==> src/rtl/if_fetch_unit_pkg.sv <==
// Shared CPU fetch definitions: pipeline exception bits, fetch FIFO entry, reset vector.
package if_fetch_unit_pkg;

    localparam logic [31:0] RESET_PC_DEFAULT = 32'hBFC0_0000;

    typedef struct packed {
        logic Interrupt;
        logic FetchAddr;
        logic ReservedInst;
        logic Syscall;
        logic Break;
        logic Overflow;
        logic Eret;
    } ExceptinPipeType;

    typedef struct packed {
        logic [31:0]     instr;
        logic [31:0]     pc;
        ExceptinPipeType except;
    } fetch_entry_t;

    function automatic fetch_entry_t fetch_fault(input logic [31:0] pc);
        fetch_entry_t e;
        e           = '0;
        e.pc        = pc;
        e.except.FetchAddr = 1'b1;
        return e;
    endfunction

endpackage

==> src/rtl/if_fetch_unit_fifo.sv <==
// Circular fetch FIFO with clear; head reads as all-zero (nop bubble) when empty.
module fetch_fifo
    import if_fetch_unit_pkg::*;
#(
    parameter  int unsigned DEPTH = 4,
    localparam int unsigned CW    = $clog2(DEPTH + 1)
) (
    input  logic         clk,
    input  logic         rst,
    input  logic         push,
    input  fetch_entry_t push_data,
    input  logic         pop,
    input  logic         clear,
    output fetch_entry_t head,
    output logic [CW-1:0] count,
    output logic         full
);

    localparam int unsigned PW = (DEPTH > 1) ? $clog2(DEPTH) : 1;

    fetch_entry_t   mem_q [DEPTH];
    fetch_entry_t   mem_d [DEPTH];
    logic [PW-1:0]  wr_q, wr_d, rd_q, rd_d;
    logic [CW-1:0]  count_q, count_d;
    logic           pop_en, push_en;

    function automatic logic [PW-1:0] ptr_next(input logic [PW-1:0] p);
        return (p == PW'(DEPTH - 1)) ? '0 : p + PW'(1);
    endfunction

    assign full    = (count_q == CW'(DEPTH));
    assign pop_en  = pop && (count_q != '0);
    assign push_en = push && (!full || pop_en);
    assign count   = count_q;
    assign head    = (count_q == '0) ? '0 : mem_q[rd_q];

    always_comb begin
        mem_d   = mem_q;
        wr_d    = wr_q;
        rd_d    = rd_q;
        count_d = count_q;
        if (clear) begin
            wr_d    = '0;
            rd_d    = '0;
            count_d = '0;
        end else begin
            if (push_en) begin
                mem_d[wr_q] = push_data;
                wr_d        = ptr_next(wr_q);
            end
            if (pop_en) begin
                rd_d = ptr_next(rd_q);
            end
            count_d = count_q + CW'(push_en) - CW'(pop_en);
        end
    end

    always_ff @(posedge clk or posedge rst) begin
        if (rst) begin
            for (int i = 0; i < int'(DEPTH); i++) mem_q[i] <= '0;
            wr_q    <= '0;
            rd_q    <= '0;
            count_q <= '0;
        end else begin
            mem_q   <= mem_d;
            wr_q    <= wr_d;
            rd_q    <= rd_d;
            count_q <= count_d;
        end
    end

endmodule

==> src/rtl/if_fetch_unit.sv <==
// Instruction fetch front end: PC ownership, single-outstanding sram-like fetch,
// redirect with in-flight discard, and a buffer that absorbs ID stalls.
module if_fetch_unit
    import if_fetch_unit_pkg::*;
#(
    parameter logic [31:0] RESET_PC = RESET_PC_DEFAULT,
    parameter int unsigned DEPTH    = 4
) (
    input  logic            clk,
    input  logic            rst,
    input  logic            Redirect_Valid,
    input  logic [31:0]     Redirect_PC,
    input  logic            ID_Wr,
    output logic            inst_req,
    output logic [31:0]     inst_addr,
    input  logic            inst_addr_ok,
    input  logic            inst_data_ok,
    input  logic [31:0]     inst_rdata,
    output logic [31:0]     IF_Instr,
    output logic [31:0]     IF_PC,
    output ExceptinPipeType IF_ExceptType
);

    localparam int unsigned CW = $clog2(DEPTH + 1);

    logic [31:0]   pc_q, pc_d, req_pc_q, req_pc_d;
    logic          outstanding_q, outstanding_d;
    logic          discard_q, discard_d;
    logic          halted_q, halted_d;

    logic [CW-1:0] fifo_count;
    logic          fifo_full, fifo_push;
    fetch_entry_t  fifo_head, fifo_data;
    logic [CW:0]   inflight;
    logic          aligned, accept, resp, misalign_push;

    fetch_fifo #(.DEPTH(DEPTH)) u_fifo (
        .clk       (clk),
        .rst       (rst),
        .push      (fifo_push),
        .push_data (fifo_data),
        .pop       (ID_Wr),
        .clear     (Redirect_Valid),
        .head      (fifo_head),
        .count     (fifo_count),
        .full      (fifo_full)
    );

    assign IF_Instr      = fifo_head.instr;
    assign IF_PC         = fifo_head.pc;
    assign IF_ExceptType = fifo_head.except;
    assign inst_addr     = pc_q;

    // Issue reserves a FIFO slot for every in-flight word, so a response is never refused.
    always_comb begin
        inflight      = {1'b0, fifo_count} + (CW+1)'(outstanding_q);
        aligned       = (pc_q[1:0] == 2'b00);
        inst_req      = !halted_q && aligned && (inflight < (CW+1)'(DEPTH))
                        && (!outstanding_q || inst_data_ok);
        accept        = inst_req && inst_addr_ok;
        resp          = inst_data_ok && outstanding_q;
        misalign_push = !halted_q && !aligned && !fifo_full;
        fifo_push     = (resp && !discard_q) || misalign_push;
        fifo_data     = misalign_push ? fetch_fault(pc_q)
                                      : '{instr: inst_rdata, pc: req_pc_q, except: '0};

        pc_d          = pc_q;
        req_pc_d      = req_pc_q;
        outstanding_d = outstanding_q;
        discard_d     = discard_q;
        halted_d      = halted_q;

        if (accept) begin
            outstanding_d = 1'b1;
            req_pc_d      = pc_q;
        end else if (resp) begin
            outstanding_d = 1'b0;
        end

        if (Redirect_Valid) begin
            pc_d      = Redirect_PC;
            halted_d  = 1'b0;
            discard_d = accept || (outstanding_q && !inst_data_ok) ;
        end else begin
            if (accept) pc_d = pc_q + 32'd4;
            if (resp && discard_q) discard_d = 1'b0;
            if (misalign_push) halted_d = 1'b1;
        end
    end

    always_ff @(posedge clk or posedge rst) begin
        if (rst) begin
            pc_q          <= RESET_PC;
            req_pc_q      <= '0;
            outstanding_q <= 1'b0;
            discard_q     <= 1'b0;
            halted_q      <= 1'b0;
        end else begin
            pc_q          <= pc_d;
            req_pc_q      <= req_pc_d;
            outstanding_q <= outstanding_d;
            discard_q     <= discard_d;
            halted_q      <= halted_d;
        end
    end

endmodule

==> config.mk <==
export PLATFORM = sky130hd
export DESIGN_NAME = if_fetch_unit
export DESIGN_NICKNAME = d
export VERILOG_FILES = /design/src/rtl/if_fetch_unit_pkg.sv /design/src/rtl/if_fetch_unit_fifo.sv /design/src/rtl/if_fetch_unit.sv
export SDC_FILE = /design/constraint.sdc
export NUM_CORES = 1
export LEC_CHECK = 0
export ABC_AREA = 1
export ABC_CLOCK_PERIOD_IN_PS = 13400
export BUFFER_PORTS_ARGS = -buffer_cell sky130_fd_sc_hd__clkbuf_2
export CAP_MARGIN = 5
export CORE_MARGIN = 2
export CORE_UTILIZATION = 61
export CTS_BUF_LIST = sky130_fd_sc_hd__clkbuf_2
export DETAILED_ROUTE_END_ITERATION = 8
export GPL_ROUTABILITY_DRIVEN = 0
export GPL_TIMING_DRIVEN = 0
export PLACE_DENSITY = 0.82
export SLEW_MARGIN = 20
export SYNTH_ARGS = -nofsm -noshare
export SYNTH_HDL_FRONTEND = slang
export SYNTH_SLANG_ARGS = --single-unit
export TNS_END_PERCENT = 30
==> constraint.sdc <==
create_clock -name clk -period 13.4 [get_ports clk]
set_input_delay 0.67 -clock clk [delete_from_list [all_inputs] [get_ports clk]]
set_output_delay 0.67 -clock clk [all_outputs]
set_load 0.005 [all_outputs]
---- Word level (Yosys, flattened, before mapping) ----
Cells that the tools add are included.
storage, ports and cells
  register bits after elaboration ......... 358
  input port bits ......................... 70
  output and inout port bits .............. 104
  word-level logic and storage cells ...... 116
operators by class
  add/subtract/negate cells ............... 6
  magnitude comparators ................... 4
  equal/unequal tests ..................... 3
  mux-type cells .......................... 23
  bitwise operators ....................... 3
  reduce and logical (&&, ||, !) cells .... 33
operators by type and width
  kind                   count
  $mux 71                5
  $bwmux 284             1
  $bmux 71 s2            1
  $demux 71 s2           1
  $mux 32                2
  $add 32x3->32 const B  1
  $logic_and 1x1->1      13
  $mux 2                 6
  $reduce_bool 2->1      6
  $ge 3x3->1 const B     2
  $logic_not 1->1        6
  $mux 1                 6
  $not 2->3              2
  $add 2x1->2 const B    2
  $add 3x1->4            1
  $eq 2x2->1 const B     2
  $logic_or 1x1->1       4
  $lt 4x3->1 const B     1
  $add 3x1->3            1
  $eq 3x3->1 const B     1
  $logic_not 3->1        1
  $lt 3x1->1 const B     1
  $mux 3                 1
  $reduce_bool 3->1      1
  other kinds (4)        4

---- Depth between registers and ports, before layout ----
Gate-level depths: netlist of the first run.
  word-level depth ........................ 9
  depth in mapped cells ................... 11
  depth with buffers taken out ............ 11

---- Hierarchy ----
Synthesis of the first run repeated with hierarchy kept, for this count alone.
second synthesis, totals
  cells, all modules ...................... 2508
  area, all modules ....................... 18044.8 µm²
by module, submodules not included
  module         times used  cells each  area an instance (µm²)  seq. area each (µm²)
  fetch_fifo     1           1811        13709.4                 7282.0
  if_fetch_unit  1           697         4335.4                  1687.9

---- Worst setup path after synthesis of the first run ----
No wires, ideal clock.
  kind .................................... register -> output
  start point ............................. register u_fifo.count_q[1] (netlist: u_fifo.count[1])
  end point ............................... output IF_Instr[0]
  arrival ................................. 1391 ps
  required time ........................... 12730 ps
  slack ................................... 11339 ps
  cell stages (with the launch flop) ...... 5
  path buffers ............................ 2
  path through ............................ dfrtp_1 > nor3_1 > clkbuf_1 > buf_1 > a21oi_1
on the way
  cells in the longest elaborated chain, start to end .. 2
ends and longest elaborated chain
  element                 RTL line                  source
  start, declared         if_fetch_unit_fifo.sv:24  logic [CW-1:0] count_q, count_d;
  start signal, assigned  if_fetch_unit_fifo.sv:68  count_q <= count_d;
  $logic_not 3->1         if_fetch_unit_fifo.sv:35  assign head = (count_q == '0) ? '0 : mem_q[rd_q];
  $mux 71                 if_fetch_unit_fifo.sv:35
  end, declared           if_fetch_unit.sv:19       output logic [31:0] IF_Instr,
Every way passes these cells.

---- Worst setup path after layout of the first run ----
  start point ............................. register u_fifo.rd_q[0]
  end point ............................... output IF_PC[30]
on the way
  cells in the longest elaborated chain, start to end .. 5
ends and longest elaborated chain
  element                                      RTL line                  source
  start, declared                              if_fetch_unit_fifo.sv:23  logic [PW-1:0] wr_q, wr_d, rd_q, rd_d;
  start signal, assigned                       if_fetch_unit_fifo.sv:67  rd_q <= rd_d;
  $not 2->3 (not written as such)              if_fetch_unit_fifo.sv:35
  $bmux 71 s2                                  if_fetch_unit_fifo.sv:35
  $mux 71 (not written as such) (2 in series)  if_fetch_unit_fifo.sv:35
  $mux 71                                      if_fetch_unit_fifo.sv:35
  end, declared                                if_fetch_unit.sv:20       output logic [31:0] IF_PC,
Every way passes these cells. The select of a mux whose other input is x is not followed.

==> out/metrics.cfg, run 1 <==
[status]
outcome = finished clean

[cells_and_area]
layout_common_cells = nand2_1 (677), o21ai_0 (347), dfrtp_1 (325)
instances_no_fill = 2852
final_core_util_pct = 71.0
seqCellArea_um2 = 8370
final_common_cell = nand2_1
drive_gt1_share_pct = 14.2
fin_nets = 2541
fin_area_um2 = 18600
syn_to_final_growth_pct = 13.8
multiInputGateArea_um2 = 7050
nFillCells = 2176

[logic_synthesis]
synth.ff_latch_count = 334
synthCells = 2178
synthesis.area_um2 = 16300
yosysWarningCount = 0
synth_seq_area_share_pct = 51.2
syn_avg_cell_area_um2 = 7.50
synth_cell_types = 28

[drt]
via_count = 16175
routed_wl_mm = 48.0
ant_nets = 0
drt_iter0_drc = 1371
avgViaCountPerCell = 5.67
first_pass_iters = 7
wl_per_cell_um = 16.8
drcViolationCount = 0

[die]
rows = 59
core_area_um2 = 26200
die_w_um = 168
die_h_um = 168
initial_utilization_pct = 62.4
die_area_um2 = 28100
io_pins = 174

[timing]
finalHoldViolCount = 0
worst_slack_ns = 9.49
fin_tns_setup_ns = 0
slew_viol_final = 0
tightest_slew_ns = 0.760
fmax_ghz = 0.255
fin_worst_skew_ns = 0.0416
period_share_pct = 29.2
grt_setup_unrepaired = false
slew_headroom_pct = 48.8
period_needed_ns = 3.91
setup_viol = 0
whs_ns = 0.0433

[clock_network]
clockRootBuffer = clkbuf_2
htree_levels = 3
cts.clk_slew.worst_paths_ns = 0.10
cts_resized = 0
cts_tree = built
post_cts_buffers = 0
clock-sinks = 334
hold_buffers = 21
clock_tree.buffer_depth = 3
clock_latency_ns = 0.88
numCtsBuffers = 86

[setup_path]
arrival_ns = 3.24
critPathSlowestCell = clkbuf_1
cp.depth = 7
crit_required_ns = 12.73
path_max_fanout = 10
rr_worst_depth = 9
cp_slowest_stage_delay_ns = 0.54
endpoint_kind = output port
startpoint_type = flip-flop
crit_buf_inv = 5
crit_top_cell = clkbuf_1
critical-path-top-delay-family = buffers and inverters
crit_type = reg -> out
crit_chain = clkbuf_1 -> inv_2 -> clkbuf_1 -> clkbuf_1 -> o21ai_0 -> a21oi_1 -> clkbuf_2

[job]
cap_violations = 0

[placement]
dp_hpwl_mm = 34.2
dp_slack_ns = 10.48
dp.cells = 2687
place_area_um2 = 17700
io_buffers = 166

[power]
power_mw = 3.70
power_leakage_nw = 9.52
vdd_ir_drop_max_mv = 0.0792
p_per_area_nw_per_um2 = 199

[hold_path]
hold_path_class = in -> reg
hold_depth = 5

[global_routing]
grt_pass1_wl_mm = 78.4
grt_max_degree = 97
antenna_found_initial = 1
grt_pass1_vias = 15989
track_usage_pct = 34.7
globalRoute.totalOverflow = 0

[sequential cells by signal, summed over array words and instances, names as in the netlist]
name           flops
discard_q          1
halted_q           1
inst_addr         32
outstanding_q      1
req_pc_q          32
u_fifo.count       3
u_fifo.mem_q     260
u_fifo.rd_q        2
u_fifo.wr_q        2
[where the power goes]
group | total (mW) | internal, mW | switching, mW
logic | 1.46 | 0.492 | 0.972
registers | 1.58 | 1.37 | 0.212
clock network | 0.654 | 0.243 | 0.411
total | 3.70 | 2.10 | 1.60
[cell usage after synthesis]
cell type	n	area, µm²
nand2_1	677	2540
o21ai_0	347	1740
dfrtp_1	325	8130
nor2_1	311	1170
nand3_1	178	891
clkbuf_1	105	394
inv_1	72	270
a21oi_1	67	335
buf_2	23	115
buf_4	15	113
xor2_1	10	87.6
dfstp_2	9	236
ha_1	9	113
buf_1	7	26.3
nand4_1	4	25.0
nand4_2	4	50.1
inv_2	2	7.51
nand2_2	2	12.5
nor2_2	2	12.5
and2_1	1	6.26
buf_6	1	11.3
clkbuf_2	1	5.00
clkinv_1	1	3.75
conb_1	1	3.75
fa_1	1	20.0
nand3b_1	1	7.51
nor3_1	1	5.00
o21ai_4	1	16.3
[worst paths after layout]
check | slack [ns] | endpoint | startpoint
hold / removal | 0.04 | inst_addr[28]$_DFFE_PP1P_ | Redirect_PC[28]
min in group asynchronous | 0.41 | u_fifo.mem_q[67]$_DFFE_PP0P_ | rst
hold reg to reg | 0.48 | u_fifo.mem_q[153]$_DFFE_PP0P_ | u_fifo.mem_q[153]$_DFFE_PP0P_
setup reg to reg | 11.06 | u_fifo.count[2]$_DFF_PP0_ | u_fifo.count[1]$_DFF_PP0_
setup / recovery | 9.49 | IF_PC[30] | u_fifo.rd_q[0]$_DFFE_PP0P_
max in group asynchronous | 11.74 | inst_addr[25]$_DFFE_PP1P_ | rst
[kinds of logic after synthesis]
kind of cell,Yosys count,synth area share (%)
AND/OR/NAND/NOR,1181,28.9
AO/OA/AOI/OAI,415,12.8
flip-flops,334,51.2
buffers and inverters,227,5.79
XOR/XNOR,10,0.536
adder cells (fa/ha/maj),10,0.811
other,1,0.0229
[worst reg2reg max path, delay by kind of cell (launching register included)]
| kind | cells | cell delay, ns |
|---|---|---|
| adder cells (fa/ha/maj) | 3 | 0.82 |
| AND/OR/NAND/NOR | 2 | 0.61 |
| AO/OA/AOI/OAI | 2 | 0.21 |
| buffers and inverters | 2 | 0.11 |
| flip-flops | 1 | 0.47 |
[area by class of cell]
class                           instances  area share (%)
Antenna cell                            1          0.0134
Buffer                                152            3.57
Clock buffer                          124            3.33
Clock inverter                         19           0.383
Inverter                               75            1.55
Multi-Input combinational cell       1622            37.9
Sequential cell                       334            45.0
Tap cell                              335            2.25
Timing Repair Buffer                  190            6.04
[routing by layer]
layer	share of wire, %	vias up	track usage (%)	routed length [µm]
li1	-	7614	-	-
met1	40	7589	43.8	19100
met2	48	832	57.9	22900
met3	8.1	140	5.89	3900
met4	4.4	0	18.3	2130
met5	0	-	0	0
Power figures use the tool's default switching activity.
==> run 2, diff against run 1 <==
--- a/config.mk
+++ b/config.mk
@@ -5,8 +5,8 @@
 export SDC_FILE = /design/constraint.sdc
 export NUM_CORES = 1
 export LEC_CHECK = 0
-export ABC_AREA = 1
-export ABC_CLOCK_PERIOD_IN_PS = 13400
+export ABC_AREA = 0
+export ABC_CLOCK_PERIOD_IN_PS = 4000
 export BUFFER_PORTS_ARGS = -buffer_cell sky130_fd_sc_hd__clkbuf_2
 export CAP_MARGIN = 5
 export CORE_MARGIN = 2
@@ -15,7 +15,7 @@
 export DETAILED_ROUTE_END_ITERATION = 8
 export GPL_ROUTABILITY_DRIVEN = 0
 export GPL_TIMING_DRIVEN = 0
-export PLACE_DENSITY = 0.82
+export PLACE_DENSITY = 0.83
 export SLEW_MARGIN = 20
 export SYNTH_ARGS = -nofsm -noshare
 export SYNTH_HDL_FRONTEND = slang
==> constraint.sdc (replaced) <==
create_clock -name clk -period 4 [get_ports clk]
set_input_delay 0.2 -clock clk [delete_from_list [all_inputs] [get_ports clk]]
set_output_delay 0.2 -clock clk [all_outputs]
set_load 0.005 [all_outputs]
==> out/metrics.cfg, run 2 <==
[logic_synthesis]
yosysWarningCount = 0  ; unchanged
yosysTopAreaCellShare_pct = 53.4  ; +3.7 points
syn_avg_cell_area_um2 = 10.6  ; +41%
synth_common_cells = nand2_1 (334), dfrtp_1 (325), o21ai_0 (283)
synth_area_leaders = dfrtp_1 (53%), mux4_2 (9.6%), o21ai_0 (9.3%)
async_reset_ff_share_pct = 100  ; unchanged
yosysMostFrequentCell = nand2_1
synth-edff-count = 0  ; unchanged
synthesis.area_um2 = 15200  ; -6.9%
synthCells = 1435  ; -34%
synth_seq_area_share_pct = 55.0  ; +3.8 points
synth_top_area_cell = dfrtp_1
synth_cell_types = 54  ; +93%
synth_ff_type = dfrtp_1
synth.ff_latch_count = 334  ; unchanged

[power]
p_per_area_nw_per_um2 = 644  ; +220%
switchingPower_mw = 4.38  ; +170%
swShare_pct = 36.9  ; -6.3 points
clockPowerShare_pct = 20.0  ; +2.3 points
vdd_ir_drop_max_mv = 0.279  ; +250%
pwr-share-comb_pct = 34.6  ; -5.0 points
power_mw = 11.9  ; +220%
power_leakage_nw = 8.61  ; -9.5%
share_seq_of_total_power_pct = 45.3  ; +2.6 points
internal-power_mw = 7.49  ; +260%

[timing]
period_needed_ns = 3.69
period_share_pct = 92.2
whs_ns = 0.0561  ; +0.0128 ns
slew_headroom_pct = 39.8  ; -9.0 points
finalHoldViolCount = 0  ; unchanged
setup_viol = 0  ; unchanged
slew_viol_final = 0  ; unchanged
grt_setup_unrepaired = false
tightest_slew_ns = 0.902  ; +0.143 ns
fmax_ghz = 0.271
worst_slack_ns = 0.313  ; -9.17 ns
fin_worst_skew_ns = 0.104  ; +0.0620 ns

[cells_and_area]
final_core_util_pct = 75.5  ; +4.5 points
syn_to_final_growth_pct = 21.0
largest-register = u_fifo.mem_q
drive_gt1_share_pct = 23.6  ; +9.4 points
seqCellArea_um2 = 8370  ; unchanged
fin_nets = 1872  ; -26%
layout_common_cells = nand2_1 (334), dfrtp_1 (325), clkbuf_2 (292)
final_common_cell = nand2_1
largest_reg_flops = 260  ; unchanged
instances_no_fill = 2179  ; -24%
multiInputGateArea_um2 = 6360  ; -9.7%
nFillCells = 1624  ; -25%

[drt]
drcViolationCount = 0  ; unchanged
via_count = 12937  ; -20%
route.met3.wl_mm = 3.89  ; -0.18%
avgViaCountPerCell = 5.94  ; +4.7%
dr.max_layer_used = met4
wl_met2_mm = 21.0  ; -8.2%
first_pass_iters = 5  ; -2
wl_per_cell_um = 19.3  ; +15%
routed_wl_mm = 42.0  ; -12%
wl_met1_mm = 15.7  ; -18%
drt_iter0_drc = 960  ; -30%
ant_nets = 0  ; unchanged

[global_routing]
grt_max_degree = 36  ; -63%
grt_pass1_vias = 13590  ; -15%
track_usage_pct = 32.8  ; -1.9 points
globalRoute.totalOverflow = 0  ; unchanged
grt_pass1_wl_mm = 67.5  ; -14%
antenna_found_initial = 2  ; +1

[clock_network]
numCtsBuffers = 83  ; -3.5%
cts.clk_slew.worst_paths_ns = 0.10  ; about the same
htree_levels = 3  ; unchanged
clockRootBuffer = clkbuf_2
post_cts_buffers = 0  ; unchanged
clock_latency_ns = 0.91  ; +0.03 ns
cts_tree = built
clock_tree.buffer_depth = 3  ; unchanged
clock-sinks = 334  ; unchanged

[setup_path]
crit_chain = clkbuf_2 -> nor3_1 -> clkbuf_1 -> clkbuf_1 -> nor2b_1 -> clkbuf_2
crit_buf_inv = 4  ; -1
path_max_fanout = 10  ; unchanged
endpoint_kind = output port
crit_type = reg -> out
arrival_ns = 3.49  ; +0.25 ns
cp_slowest_stage_delay_ns = 0.73  ; +0.19 ns
critPathSlowestCell = clkbuf_1
startpoint_type = flip-flop
critical-path-top-delay-family = buffers and inverters
crit_required_ns = 3.80  ; -8.93 ns

[placement]
io_buffers = 167  ; +0.60%
dp_slack_ns = 1.25  ; -9.23 ns
dp_hpwl_mm = 27.5  ; -19%
dp.cells = 1942  ; -28%

[die]
die_w_um = 162  ; -3.4%
initial_utilization_pct = 62.4  ; about the same
io_pins = 174  ; unchanged
core_area_um2 = 24400  ; -6.9%
die_h_um = 162  ; -3.4%
rows = 57  ; -3.4%
die_area_um2 = 26200  ; -6.7%

[job]
cap_violations = 0  ; unchanged

[hold_path]
hold_path_class = in -> reg

[status]
outcome = finished clean

[run 2: per-stage QoR]
step	area, µm²	setup TNS [ns]
finish	18400	0
global placement	16500	-758.27
global route	18400	0
CTS	18400	0
floorplan	15200	-212.96
detailed placement	16700	0
[run 2: repair_timing]
action,4_1_cts,5_1_grt
gates resized for setup,0,0
hold endpoints to repair,292,0
setup endpoints to repair,0,0
hold buffers,89,0
[run 2: power groups by stage]
stage	Sequential, mW	Clock, mW	Combinational (mW)
2_1_floorplan	5.17	0	2.74
3_3_place_gp	5.30	0	3.76
3_5_place_dp	5.41	0	3.98
4_1_cts	5.34	2.39	4.07
5_1_grt	5.50	2.59	4.56
6_report	5.38	2.38	4.11
[run 2: layout make-up]
class                   instances  share of cell area (%)
clock buffers                 124                    3.37
flip-flops and latches        334                    45.5
plain buffers                 107                    2.40
repair buffers                267                    10.7
multi-input cells             981                    34.6
well taps                     324                    2.20
diodes                          2                  0.0272
inverters                      18                   0.387
clock inverters                22                   0.911
[run 2: cell families after synthesis]
kind of cell               share of synthesized area [%]
AOI/OAI and AO/OA                                   11.3
xor gates and xnor gates                           0.978
adders and majority gates                          0.872
buffers and inverters                               3.35
DFF                                                 55.0
muxes                                               13.7
other                                             0.0246
and+or+nand+nor                                     14.8
[run 2: path summary, 6_finish.rpt]
kind / start / to / slack (ns) / cells after the start
hold reg to reg: u_fifo.mem_q[42]$_DFFE_PP0P_ / u_fifo.mem_q[42]$_DFFE_PP0P_ / 0.48 / 2
setup reg to reg: u_fifo.count[1]$_DFF_PP0_ / inst_addr[9]$_DFFE_PP0P_ / 0.88 / 8
max in group asynchronous: rst / u_fifo.mem_q[248]$_DFFE_PP0P_ / 2.22 / 8
setup / recovery: u_fifo.count[2]$_DFF_PP0_ / IF_PC[10] / 0.31 / 6
hold / removal: Redirect_PC[16] / inst_addr[16]$_DFFE_PP0P_ / 0.06 / 4
min in group asynchronous: rst / u_fifo.mem_q[221]$_DFFE_PP0P_ / 0.55 / 4
[run 2: routing by layer]
layer  vias to the layer above  track usage [%]
li1                       5740                -
met1                      6332             41.4
met2                       738             55.6
met3                       127             6.97
met4                         0             14.2
met5                         -                0
[run 2: tightest hold or removal path: stages]
cell and delay (ns):
dlygate4sd3_1 0.52, clkbuf_2 0.09, nand2_1 0.05, o21ai_0 0.06
==> run 3, diff against run 2 <==
--- a/config.mk
+++ b/config.mk
@@ -5,17 +5,16 @@
 export SDC_FILE = /design/constraint.sdc
 export NUM_CORES = 1
 export LEC_CHECK = 0
-export ABC_AREA = 0
 export ABC_CLOCK_PERIOD_IN_PS = 4000
 export BUFFER_PORTS_ARGS = -buffer_cell sky130_fd_sc_hd__clkbuf_2
 export CAP_MARGIN = 5
 export CORE_MARGIN = 2
-export CORE_UTILIZATION = 61
-export CTS_BUF_LIST = sky130_fd_sc_hd__clkbuf_2
+export CORE_UTILIZATION = 59
+export CTS_BUF_LIST = sky130_fd_sc_hd__clkbuf_8 sky130_fd_sc_hd__clkbuf_16
 export DETAILED_ROUTE_END_ITERATION = 8
 export GPL_ROUTABILITY_DRIVEN = 0
 export GPL_TIMING_DRIVEN = 0
-export PLACE_DENSITY = 0.83
+export PLACE_DENSITY = 0.8
 export SLEW_MARGIN = 20
 export SYNTH_ARGS = -nofsm -noshare
 export SYNTH_HDL_FRONTEND = slang
==> constraint.sdc (replaced) <==
create_clock -name clk -period 4 [get_ports clk]
set_input_delay 0 -clock clk [delete_from_list [all_inputs] [get_ports clk]]
set_output_delay 0 -clock clk [all_outputs]
set_load 0.005 [all_outputs]
==> out/metrics.cfg, run 3 (synthesized netlist as in run 2, its figures left out) <==
[status]
outcome = finished clean

[setup_path]
crit_chain = clkbuf_2 -> nor3_1 -> clkbuf_1 -> clkbuf_1 -> nor2b_1 -> clkbuf_2
endpoint_kind = output port
path_max_fanout = 10  ; unchanged
r2r_slack_ns = 1.06  ; +0.18 ns
startpoint_type = flip-flop
crit_required_ns = 4.00  ; +0.20 ns
crit_type = reg -> out
arrival_ns = 3.04  ; -0.45 ns
cp_slowest_stage_delay_ns = 0.74  ; about the same
critPathSlowestCell = clkbuf_1

[global_routing]
grt_pass1_vias = 12942  ; -4.8%
antenna_found_initial = 0  ; -2
grt_pass1_wl_mm = 66.0  ; -2.2%
track_usage_pct = 31.6  ; -1.3 points
globalRoute.totalOverflow = 0  ; unchanged
grt_max_degree = 37  ; +2.8%

[die]
rows = 58  ; +1.8%
die_area_um2 = 27100  ; +3.3%
io_pins = 174  ; unchanged
die_w_um = 165  ; +1.6%
initial_utilization_pct = 60.3  ; -2.1 points
die_h_um = 165  ; +1.6%
core_area_um2 = 25300  ; +3.5%

[placement]
dp_hpwl_mm = 27.3  ; -0.96%
dp_slack_ns = 1.24  ; -0.00905 ns
io_buffers = 167  ; unchanged

[clock_network]
clock_tree.buffer_depth = 3  ; unchanged
cts_resized = 0  ; unchanged
clock-sinks = 334  ; unchanged
numCtsBuffers = 36  ; -57%
post_cts_buffers = 0  ; unchanged
clockRootBuffer = clkbuf_16
hold_buffers = 68  ; -24%
cts_tree = built
clock_latency_ns = 0.53  ; -0.38 ns
cts.clk_slew.worst_paths_ns = 0.05  ; -0.05 ns
htree_levels = 2  ; -1

[power]
vdd_ir_drop_max_mv = 0.418  ; +50%
p_per_area_nw_per_um2 = 692  ; +7.4%
power_leakage_nw = 8.53  ; -0.98%

[timing]
setup_viol = 0  ; unchanged
finalHoldViolCount = 0  ; unchanged
period_share_pct = 76.0  ; -16 points
fmax_ghz = 0.329  ; +21%
slew_viol_final = 0  ; unchanged
worst_slack_ns = 0.960  ; +0.647 ns
fin_worst_skew_ns = 0.0224  ; -0.0812 ns
whs_ns = 0.0260  ; -0.0301 ns
tightest_slew_ns = 0.933  ; +0.0306 ns
period_needed_ns = 3.04  ; -0.647 ns
grt_setup_unrepaired = false
slew_headroom_pct = 37.8  ; -2.0 points

[cells_and_area]
diodes = 0  ; -2
layout_common_cells = nand2_1 (334), dfrtp_1 (325), o21ai_0 (283)
drive_gt1_share_pct = 20.8  ; -2.8 points
largest-register = u_fifo.mem_q
syn_to_final_growth_pct = 22.2
final_common_cell = nand2_1
largest_reg_flops = 260  ; unchanged
fin_nets = 1803  ; -3.7%

[drt]
ant_nets = 0  ; unchanged
wl_per_cell_um = 19.9  ; +3.1%
routed_wl_mm = 41.3  ; -1.6%
first_pass_iters = 5  ; unchanged
drt_iter0_drc = 1057  ; +10%
drcViolationCount = 0  ; unchanged
avgViaCountPerCell = 5.99  ; +0.97%
via_count = 12463  ; -3.7%

[job]
cap_violations = 0  ; unchanged

[hold_path]
hold_path_class = in -> reg

-- run 3: path summary, 6_finish.rpt --
path                            cells after the start                       endpoint                          start
min in group asynchronous                           3  u_fifo.mem_q[210]$_DFFE_PP0P_                            rst
max in group asynchronous                           6      inst_addr[25]$_DFFE_PP1P_                            rst
worst min register to register                      2  u_fifo.mem_q[136]$_DFFE_PP0P_  u_fifo.mem_q[136]$_DFFE_PP0P_
worst max register to register                      8      inst_addr[20]$_DFFE_PP0P_      u_fifo.count[1]$_DFF_PP0_
worst min-delay path                                4       inst_addr[4]$_DFFE_PP0P_                   inst_addr_ok
worst max-delay path                                6                       IF_PC[9]      u_fifo.count[2]$_DFF_PP0_
-- run 3: layer usage --
| metal | routed length (µm) | share of wire, % | GRT usage [%] | vias up |
|---|---|---|---|---|
| met5 | 0 | 0 | 0 | - |
| met1 | 15900 | 38 | 39.9 | 6162 |
| met3 | 3520 | 8.5 | 6.08 | 112 |
| li1 | - | - | - | 5562 |
| met2 | 20500 | 50 | 54.0 | 627 |
| met4 | 1440 | 3.5 | 12.8 | 0 |
-- run 3: where the power goes --
part           switching, mW  total, mW  internal, mW
clock network           1.35       3.35          2.00
registers              0.760       5.41          4.65
logic                   2.29       4.11          1.82
-- run 3: worst max-delay path, delay by kind of cell, from the launching register on --
| family | cells | cell delay [ns] |
|---|---|---|
| DFF | 1 | 0.37 |
| buffers and inverters | 4 | 1.54 |
| and+or+nand+nor | 2 | 0.59 |
-- run 3: stage by stage --
step	cells	util, %	setup TNS, ns	area (µm²)	power [mW]
2_1_floorplan	1440	-	-147.96	15200	7.91
3_3_place_gp	1937	65.3	-706.21	16500	9.07
3_5_place_dp	1947	66.1	0	16700	9.36
4_1_cts	2079	73.6	0	18600	12.9
5_1_grt	2079	73.6	0	18600	13.6
6_report	2079	73.6	0	18600	12.9
-- run 3: layout make-up --
cell class,instances,area [µm²]
clock inverter,18,150
buffer,107,442
sequential,334,8370
clock buffer,46,1060
timing repair buffer,245,1720
tap,330,413
inverter,18,71.3
multi-input combinational,981,6360
fill,1696,6660
